$ cat src/rtl/bram_port_arb.sv
// Two-requester arbiter for a single BRAM port: round-robin with a bounded burst lock.
// Read data is steered back to its issuer through a tag pipeline matched to the BRAM read latency.
module bram_port_arb #(
    parameter int ADDR_BW   = 32,
    parameter int DATA_BW   = 32,
    parameter int RD_LAT    = 1,
    parameter int MAX_BURST = 4
) (
    input  logic               ACLK,
    input  logic               ARESETn,
    input  logic               i_w_en_0,
    input  logic [ADDR_BW-1:0] i_w_addr_0,
    input  logic [DATA_BW-1:0] i_w_data_0,
    input  logic               i_r_en_0,
    input  logic [ADDR_BW-1:0] i_r_addr_0,
    output logic               o_gnt_0,
    output logic [DATA_BW-1:0] o_r_data_0,
    output logic               o_r_valid_0,
    input  logic               i_w_en_1,
    input  logic [ADDR_BW-1:0] i_w_addr_1,
    input  logic [DATA_BW-1:0] i_w_data_1,
    input  logic               i_r_en_1,
    input  logic [ADDR_BW-1:0] i_r_addr_1,
    output logic               o_gnt_1,
    output logic [DATA_BW-1:0] o_r_data_1,
    output logic               o_r_valid_1,
    output logic               o_w_en,
    output logic [ADDR_BW-1:0] o_w_addr,
    output logic [DATA_BW-1:0] o_w_data,
    output logic               o_r_en,
    output logic [ADDR_BW-1:0] o_r_addr,
    input  logic [DATA_BW-1:0] i_r_data
);

    localparam logic [7:0] MAX_CNT = 8'(MAX_BURST);

    logic               w_req_0;
    logic               w_req_1;
    logic               w_keep;
    logic               w_gnt_0;
    logic               w_gnt_1;
    logic               w_any;
    logic               w_owner;
    logic               w_sel_w_en;
    logic               w_sel_r_en;
    logic [ADDR_BW-1:0] w_sel_w_addr;
    logic [ADDR_BW-1:0] w_sel_r_addr;
    logic [DATA_BW-1:0] w_sel_w_data;

    logic               r_last_owner;
    logic [7:0]         r_burst_cnt;
    logic               r_w_en;
    logic [ADDR_BW-1:0] r_w_addr;
    logic [DATA_BW-1:0] r_w_data;
    logic               r_r_en;
    logic [ADDR_BW-1:0] r_r_addr;
    logic [RD_LAT:0]    r_tag_vld;
    logic [RD_LAT:0]    r_tag_id;
    logic               r_r_valid_0;
    logic               r_r_valid_1;
    logic [DATA_BW-1:0] r_r_data_0;
    logic [DATA_BW-1:0] r_r_data_1;

    // Request decode; a zero burst count means no owner has been granted since reset
    always_comb begin
        w_req_0 = i_w_en_0 | i_r_en_0;
        w_req_1 = i_w_en_1 | i_r_en_1;
        w_keep  = (r_burst_cnt != 8'd0) && (r_burst_cnt < MAX_CNT);
    end

    // Grant decision
    always_comb begin
        w_gnt_0 = 1'b0;
        w_gnt_1 = 1'b0;
        if (w_req_0 && w_req_1) begin
            if (w_keep) begin
                w_gnt_0 = ~r_last_owner;
                w_gnt_1 = r_last_owner;
            end else begin
                w_gnt_0 = r_last_owner;
                w_gnt_1 = ~r_last_owner;
            end
        end else if (w_req_0) begin
            w_gnt_0 = 1'b1;
        end else if (w_req_1) begin
            w_gnt_1 = 1'b1;
        end else begin
            w_gnt_0 = 1'b0;
            w_gnt_1 = 1'b0;
        end
        w_any   = w_gnt_0 | w_gnt_1;
        w_owner = w_gnt_1;
    end

    // Beat selection from the granted requester
    always_comb begin
        if (w_owner) begin
            w_sel_w_en   = i_w_en_1;
            w_sel_w_addr = i_w_addr_1;
            w_sel_w_data = i_w_data_1;
            w_sel_r_en   = i_r_en_1;
            w_sel_r_addr = i_r_addr_1;
        end else begin
            w_sel_w_en   = i_w_en_0;
            w_sel_w_addr = i_w_addr_0;
            w_sel_w_data = i_w_data_0;
            w_sel_r_en   = i_r_en_0;
            w_sel_r_addr = i_r_addr_0;
        end
    end

    // Burst lock state: owner and saturating run length
    always_ff @(posedge ACLK or negedge ARESETn) begin
        if (!ARESETn) begin
            r_last_owner <= 1'b1;
            r_burst_cnt  <= 8'd0;
        end else if (w_any) begin
            if (w_owner == r_last_owner) begin
                if (r_burst_cnt < MAX_CNT) begin
                    r_burst_cnt <= r_burst_cnt + 8'd1;
                end else begin
                    r_burst_cnt <= MAX_CNT;
                end
            end else begin
                r_burst_cnt  <= 8'd1;
                r_last_owner <= w_owner;
            end
        end
    end

    // BRAM command register; addresses and data hold when idle
    always_ff @(posedge ACLK or negedge ARESETn) begin
        if (!ARESETn) begin
            r_w_en   <= 1'b0;
            r_w_addr <= '0;
            r_w_data <= '0;
            r_r_en   <= 1'b0;
            r_r_addr <= '0;
        end else begin
            r_w_en <= w_any & w_sel_w_en;
            r_r_en <= w_any & w_sel_r_en;
            if (w_any) begin
                r_w_addr <= w_sel_w_addr;
                r_w_data <= w_sel_w_data;
                r_r_addr <= w_sel_r_addr;
            end
        end
    end

    // Tag pipeline (stage 0 mirrors o_r_en, RD_LAT more stages span the BRAM) and read return
    always_ff @(posedge ACLK or negedge ARESETn) begin
        if (!ARESETn) begin
            r_tag_vld   <= '0;
            r_tag_id    <= '0;
            r_r_valid_0 <= 1'b0;
            r_r_valid_1 <= 1'b0;
            r_r_data_0  <= '0;
            r_r_data_1  <= '0;
        end else begin
            r_tag_vld   <= {r_tag_vld[RD_LAT-1:0], w_any & w_sel_r_en};
            r_tag_id    <= {r_tag_id[RD_LAT-1:0], w_owner};
            r_r_valid_0 <= r_tag_vld[RD_LAT] & ~r_tag_id[RD_LAT];
            r_r_valid_1 <= r_tag_vld[RD_LAT] & r_tag_id[RD_LAT];
            if (r_tag_vld[RD_LAT] && !r_tag_id[RD_LAT]) begin
                r_r_data_0 <= i_r_data;
            end
            if (r_tag_vld[RD_LAT] && r_tag_id[RD_LAT]) begin
                r_r_data_1 <= i_r_data;
            end
        end
    end

    assign o_gnt_0     = w_gnt_0 & ARESETn;
    assign o_gnt_1     = w_gnt_1 & ARESETn;
    assign o_w_en      = r_w_en;
    assign o_w_addr    = r_w_addr;
    assign o_w_data    = r_w_data;
    assign o_r_en      = r_r_en;
    assign o_r_addr    = r_r_addr;
    assign o_r_valid_0 = r_r_valid_0;
    assign o_r_valid_1 = r_r_valid_1;
    assign o_r_data_0  = r_r_data_0;
    assign o_r_data_1  = r_r_data_1;

endmodule
$ cat config.mk
export PLATFORM = sky130hd
export DESIGN_NAME = bram_port_arb
export DESIGN_NICKNAME = d
export VERILOG_FILES = /design/src/rtl/bram_port_arb.sv
export SDC_FILE = /design/constraint.sdc
export NUM_CORES = 1
export LEC_CHECK = 0
export ABC_CLOCK_PERIOD_IN_PS = 2900
export BUFFER_PORTS_ARGS = -buffer_cell sky130_fd_sc_hd__buf_4
export CORE_AREA = 2 2 153 155
export DETAILED_ROUTE_END_ITERATION = 12
export DIE_AREA = 0 0 155 157
export PLACE_DENSITY = 0.65
export SYNTH_ARGS = -nofsm -noshare
export SYNTH_HDL_FRONTEND = slang
export SYNTH_SLANG_ARGS = --single-unit
$ cat constraint.sdc
create_clock -name ACLK -period 2.9 [get_ports ACLK]
set_clock_uncertainty 0.05 [all_clocks]
set_input_delay 0.435 -clock ACLK [delete_from_list [all_inputs] [get_ports ACLK]]
set_output_delay 0.435 -clock ACLK [all_outputs]
set_load 0.01 [all_outputs]
==> results.cfg, run 1 <==
[yosys]
synth_fp_nets = 779
synth-edff-count = 0
synth-async-reset-ratio_pct = 100
ys_warn_count = 0
yosys.area.top_type = dfrtp_1
seq_area_frac_synth_pct = 57.4
netlist_area_sq_um = 7680
yosysTopAreaCellShare_pct = 57.0
syn_inst = 547
synth.distinct_cells = 35
synth-seq-cells = 176
syn_area_per_cell_sq_um = 14.0
synthFlopType = dfrtp_1
ys_top_cells_by_area = dfrtp_1 (57%), o221a_1 (14%), o22a_1 (11%)

[grt]
grt-ovfl-total = 0
grtUsageMet2_pct = 33.2
grt_max_degree = 147
grt_pass1_vias = 6591
antenna_found_initial = 0
grt-busiest-layer = met2
grt_usage_pct = 20.3
grt_pass1_wl_microns = 38300
met3_usage_pct = 6.39
use_met1_pct = 25.6

[place]
hpwl_microns = 18400
gp_congestion = 0.786
placed_area_sq_um = 10900
io_buffers = 395
place_ws_ns = 0.603
dpl.cell_count = 1185

[layout]
drive_above_1_share_pct = 55.1
final_area_sq_um = 11500
fin_cells = 1218
syn2layout_area_growth_pct = 49.9
nets = 1152
layout_commonest_cell = buf_4
final_util_pct = 51.1
antenna_cells = 0
final_cell_mix = buf_4 (402), dfrtp_1 (175), o22a_1 (96), o221a_1 (96), mux2_2 (64)
nFillCells = 2007

[timing]
fmax_ghz = 0.375
layout_setup_ws_ns = 0.230
fin_crit_sh_pct = 92.1
hold_viol_final = 0
fin_crit_ns = 2.67
setup_viol = 0
hold_ws_ns = 0.185
rsz0062_at_grt = no
slew_headroom_pct = 45.2
worst_pin_slew_ns = 0.823
slew_viol_final = 0
finalSetupTns_ns = 0

[worst_setup_path]
rr_startpoint = r_burst_cnt[0]
startpoint = r_burst_cnt[2]
cp_max_fo = 5
r2r_cells = 7
crit_end = o_gnt_1
reg2reg_to = o_w_data[18]
start_kind = flop
critPathKind = flop to output pin
rrSetupSlack_ns = 0.57
endpoint_kind = output pin
cp_data_required_time_ns = 2.41
cp.arrival_ns = 2.18

[clock_network]
clockRootBuffer = clkbuf_16
htreeDepth = 4
insertion_delay_ns = 0.42
cts_sinks = 176
cts_setup_buffers = 0
cts_tree = yes
ctsLongestPathBuffers = 2
clk_pin_slew_ns = 0.07
cts_made_buffers = 17

[power_and_ir_drop]
ir_drop_v = 0.000435
powerDensity_nw_per_um2 = 1080
leakage_nw = 5.11
total_power_mw = 12.4

[flow_run]
maxCapViolCount = 0

[routing]
first_iter_violations = 335
viasPerCell = 5.40
drc = 0
routed_wirelength_microns = 25900
ant_nets = 0
dr_total_vias = 6580
wl_per_cell_microns = 21.3
dr.pass1.iters = 4

[floorplanning]
die_area_sq_um = 24300
dieWidth_microns = 155
core_area_sq_um = 22500
boundaryPins = 396
start_util_pct = 34.1
die_y_microns = 157
rows = 55

[min_path]
hold_class = input port to flop

[status]
outcome = completed
[routing by layer]
metal  share of wire [%]  routed length (microns)
met2                  48                    12500
met5                   0                        0
met4                 2.3                      584
met3                 8.6                     2240
met1                  41                    10600
[sequential cells by signal, summed over array words and instances, names as in the netlist]
| signal | count |
|---|---|
| o_r_data_1 | 32 |
| o_r_valid_0 | 1 |
| r_last_owner | 1 |
| o_r_data_0 | 32 |
| o_r_valid_1 | 1 |
| r_burst_cnt | 8 |
| r_tag_vld | 2 |
| o_w_addr | 32 |
| o_w_data | 32 |
| r_tag_id | 2 |
| o_w_en | 1 |
| o_r_addr | 32 |
[power by group]
part	internal, mW	total [mW]	leakage, nW	switching [mW]
combinational	3.02	5.70	2.79	2.68
clock	1.16	2.30	0.284	1.14
sequential	3.68	4.38	2.04	0.708
total	7.86	12.4	5.11	4.52
[repair_timing]
action,in CTS,in global routing
hold buffers,1,0
setup endpoints to repair,0,0
endpoints found under the hold margin,29,0
gates resized for setup,0,0
[cells in the mapped netlist (2+ instances only)]
cell type and instances:
buf_1 4, nand3_1 2, o22a_1 96, nand2_1 5, inv_1 6, clkbuf_1 34, dfrtp_1 175, mux2_2 64
nor2_1 5, ha_1 2, nand2b_1 2, o221a_1 96, a31oi_1 2, a211oi_1 2, and3_1 6, a21oi_1 8
or2_2 3, o21ai_0 2, buf_2 10, nor3_1 3, buf_6 4, o32ai_1 2, o22ai_1 2
[area by class of cell]
class,count,area [sq um],share of cell area [%]
clock inverters,15,168,1.46
flip-flops and latches,176,4410,38.3
repair buffers,407,3100,26.9
inverters,6,22.5,0.196
clock buffers,17,425,3.70
well taps,285,357,3.10
multi-input cells,312,3030,26.4
[cells by family after synthesis]
family,synth area share [%]
compound gates,27.0
flops,57.4
mux,9.38
buf+inv,3.49
simple gates,2.40
fa+ha+maj,0.326
[worst min path at each step]
stage               slack (ns)       endpoint        start  cells past startpoint
floorplan                 0.09    o_r_addr[0]      ARESETn                      0
global placement          0.30    r_tag_id[1]  r_tag_id[0]                      0
detailed placement        0.30    r_tag_id[1]  r_tag_id[0]                      0
CTS                       0.17         o_w_en     i_r_en_1                      2
global route              0.17  o_r_data_0[3]  i_r_data[3]                      2
finish                    0.19         o_w_en     i_r_en_1                      2
[worst max-delay path, stage by stage, from the launching register on]
cell,delay [ns]
dfrtp_1,0.41
or4_4,0.58
nor3_4,0.31
nor2_1,0.13
a21oi_1,0.18
buf_4,0.15
Note: power is estimated with default switching activity, not from simulation.
==> run 2: changes to the inputs <==
--- a/config.mk
+++ b/config.mk
@@ -11,6 +11,7 @@
 export DETAILED_ROUTE_END_ITERATION = 12
 export DIE_AREA = 0 0 155 157
 export PLACE_DENSITY = 0.65
+export RECOVER_POWER = 25
 export SYNTH_ARGS = -nofsm -noshare
 export SYNTH_HDL_FRONTEND = slang
 export SYNTH_SLANG_ARGS = --single-unit
==> results.cfg, run 2 (synthesis results as in run 1) <==
[floorplanning]
boundaryPins = 396
start_util_pct = 34.1
rows = 55
die_area_sq_um = 24300
core_area_sq_um = 22500
die_y_microns = 157
dieWidth_microns = 155

[place]
io_buffers = 395
dpl.cell_count = 1185
gp_congestion = 0.786
hpwl_microns = 18400

[worst_setup_path]
path_cells = inv_1 -> ha_1 -> or3_1 -> nor3_4 -> nor2_1 -> a21oi_1 -> buf_4
slowest_delay_ns = 0.38
critPathBufInv = 2
critPathKind = flop to output pin
endpoint_kind = output pin
cp.arrival_ns = 2.19
cp_slowest_cell = or3_1
cp_data_required_time_ns = 2.41
startpoint = r_burst_cnt[0]
rr_startpoint = r_tag_id[1]
rrSetupSlack_ns = 0.37
start_kind = flop
cp_max_fo = 5
path_delay_family = simple AND/OR/NAND/NOR gates

[min_path]
hold_start = i_r_en_1
hold_class = input port to flop

[clock_network]
ctsLongestPathBuffers = 2
insertion_delay_ns = 0.42
cts_sinks = 176
htreeDepth = 4
cts-hold-fix-buffers = 1
cts_tree = yes
clk_pin_slew_ns = 0.07
post_cts_resized = 0
cts_setup_buffers = 0
cts_made_buffers = 17
clockRootBuffer = clkbuf_16

[grt]
use_met1_pct = 25.6
grt_max_degree = 147
grt-ovfl-total = 0
met3_usage_pct = 6.39
grtUsageMet2_pct = 33.2
grt_usage_pct = 20.3
grt-busiest-layer = met2
antenna_found_initial = 0
grt_pass1_vias = 6591
grt_pass1_wl_microns = 38300

[flow_run]
maxCapViolCount = 2

[routing]
wl_per_cell_microns = 21.4
viasPerCell = 5.38
routed_wirelength_microns = 26000
dr_total_vias = 6555
dr.pass1.iters = 4
first_iter_violations = 309
drc = 0
ant_nets = 0

[timing]
slew_viol_final = 68
slew_headroom_pct = -30.7
rsz0062_at_grt = no
fmax_ghz = 0.374
worst_pin_slew_ns = 1.96
hold_viol_final = 0
fin_crit_sh_pct = 92.2
hold_ws_ns = 0.184
fin_crit_ns = 2.67
setup_viol = 0
finalSetupTns_ns = 0

[layout]
fin_cells = 1218
layout_commonest_cell = buf_4
antenna_cells = 0
syn2layout_area_growth_pct = 45.8
final_cell_mix = buf_4 (318), dfrtp_1 (175), o22a_1 (96), o221a_1 (96), clkbuf_1 (84)
nets = 1152
drive_above_1_share_pct = 46.1

[power_and_ir_drop]
total_power_mw = 11.9
powerDensity_nw_per_um2 = 1070
leakage_nw = 4.81
ir_drop_v = 0.000429

[status]
outcome = finished with violations
failed_checks = max-capacitance violations, max-slew violations
-- run 2: cell count changes in the layout (fill, tap and decap cells not counted), sizes merged --
cell    change
clkbuf     +84
buf        -84
-- run 2: final timing paths --
path                                  endpoint  cells after the start
worst max-delay path                   o_gnt_1                      7
max in group asynchronous          o_w_addr[2]                      3
worst max register to register  o_r_data_0[26]                      3
min in group asynchronous         o_w_addr[16]                      2
worst min register to register     r_tag_id[1]                      0
worst min-delay path                    o_w_en                      2
-- run 2: area by class of cell --
class / count / area, sq um
fillers: 2072 / 11300
well taps: 285 / 357
multi-input cells: 312 / 3030
clock inverters: 15 / 168
flip-flops and latches: 176 / 4410
clock buffers: 17 / 425
repair buffers: 407 / 2780
inverters: 6 / 22.5
-- run 2: through the flow --
| stage | cell area (sq um) | util [%] | setup slack (ns) |
|---|---|---|---|
| 6_report | 11200 | 49.7 | 0.227 |
| 2_1_floorplan | 7680 | - | 0.607 |
| 3_3_place_gp | 10900 | 48.5 | 0.673 |
| 5_1_grt | 11200 | 49.7 | 0.0214 |
| 4_1_cts | 11500 | 51.1 | 0.201 |
| 3_5_place_dp | 10900 | 48.5 | 0.603 |
-- run 2: power by group --
| group | leakage (nW) | switching, mW | internal, mW |
|---|---|---|---|
| Clock | 0.284 | 1.15 | 1.16 |
| Sequential | 2.04 | 0.696 | 3.68 |
| Combinational | 2.48 | 2.68 | 2.59 |
| Total | 4.81 | 4.52 | 7.42 |
-- run 2: metal layers --
metal	up-vias	routed length (microns)	share of wire, %
li1	2985	-	-
met1	3238	10800	42
met2	300	12400	48
met3	32	2220	8.5
met4	0	587	2.3
met5	-	0	0
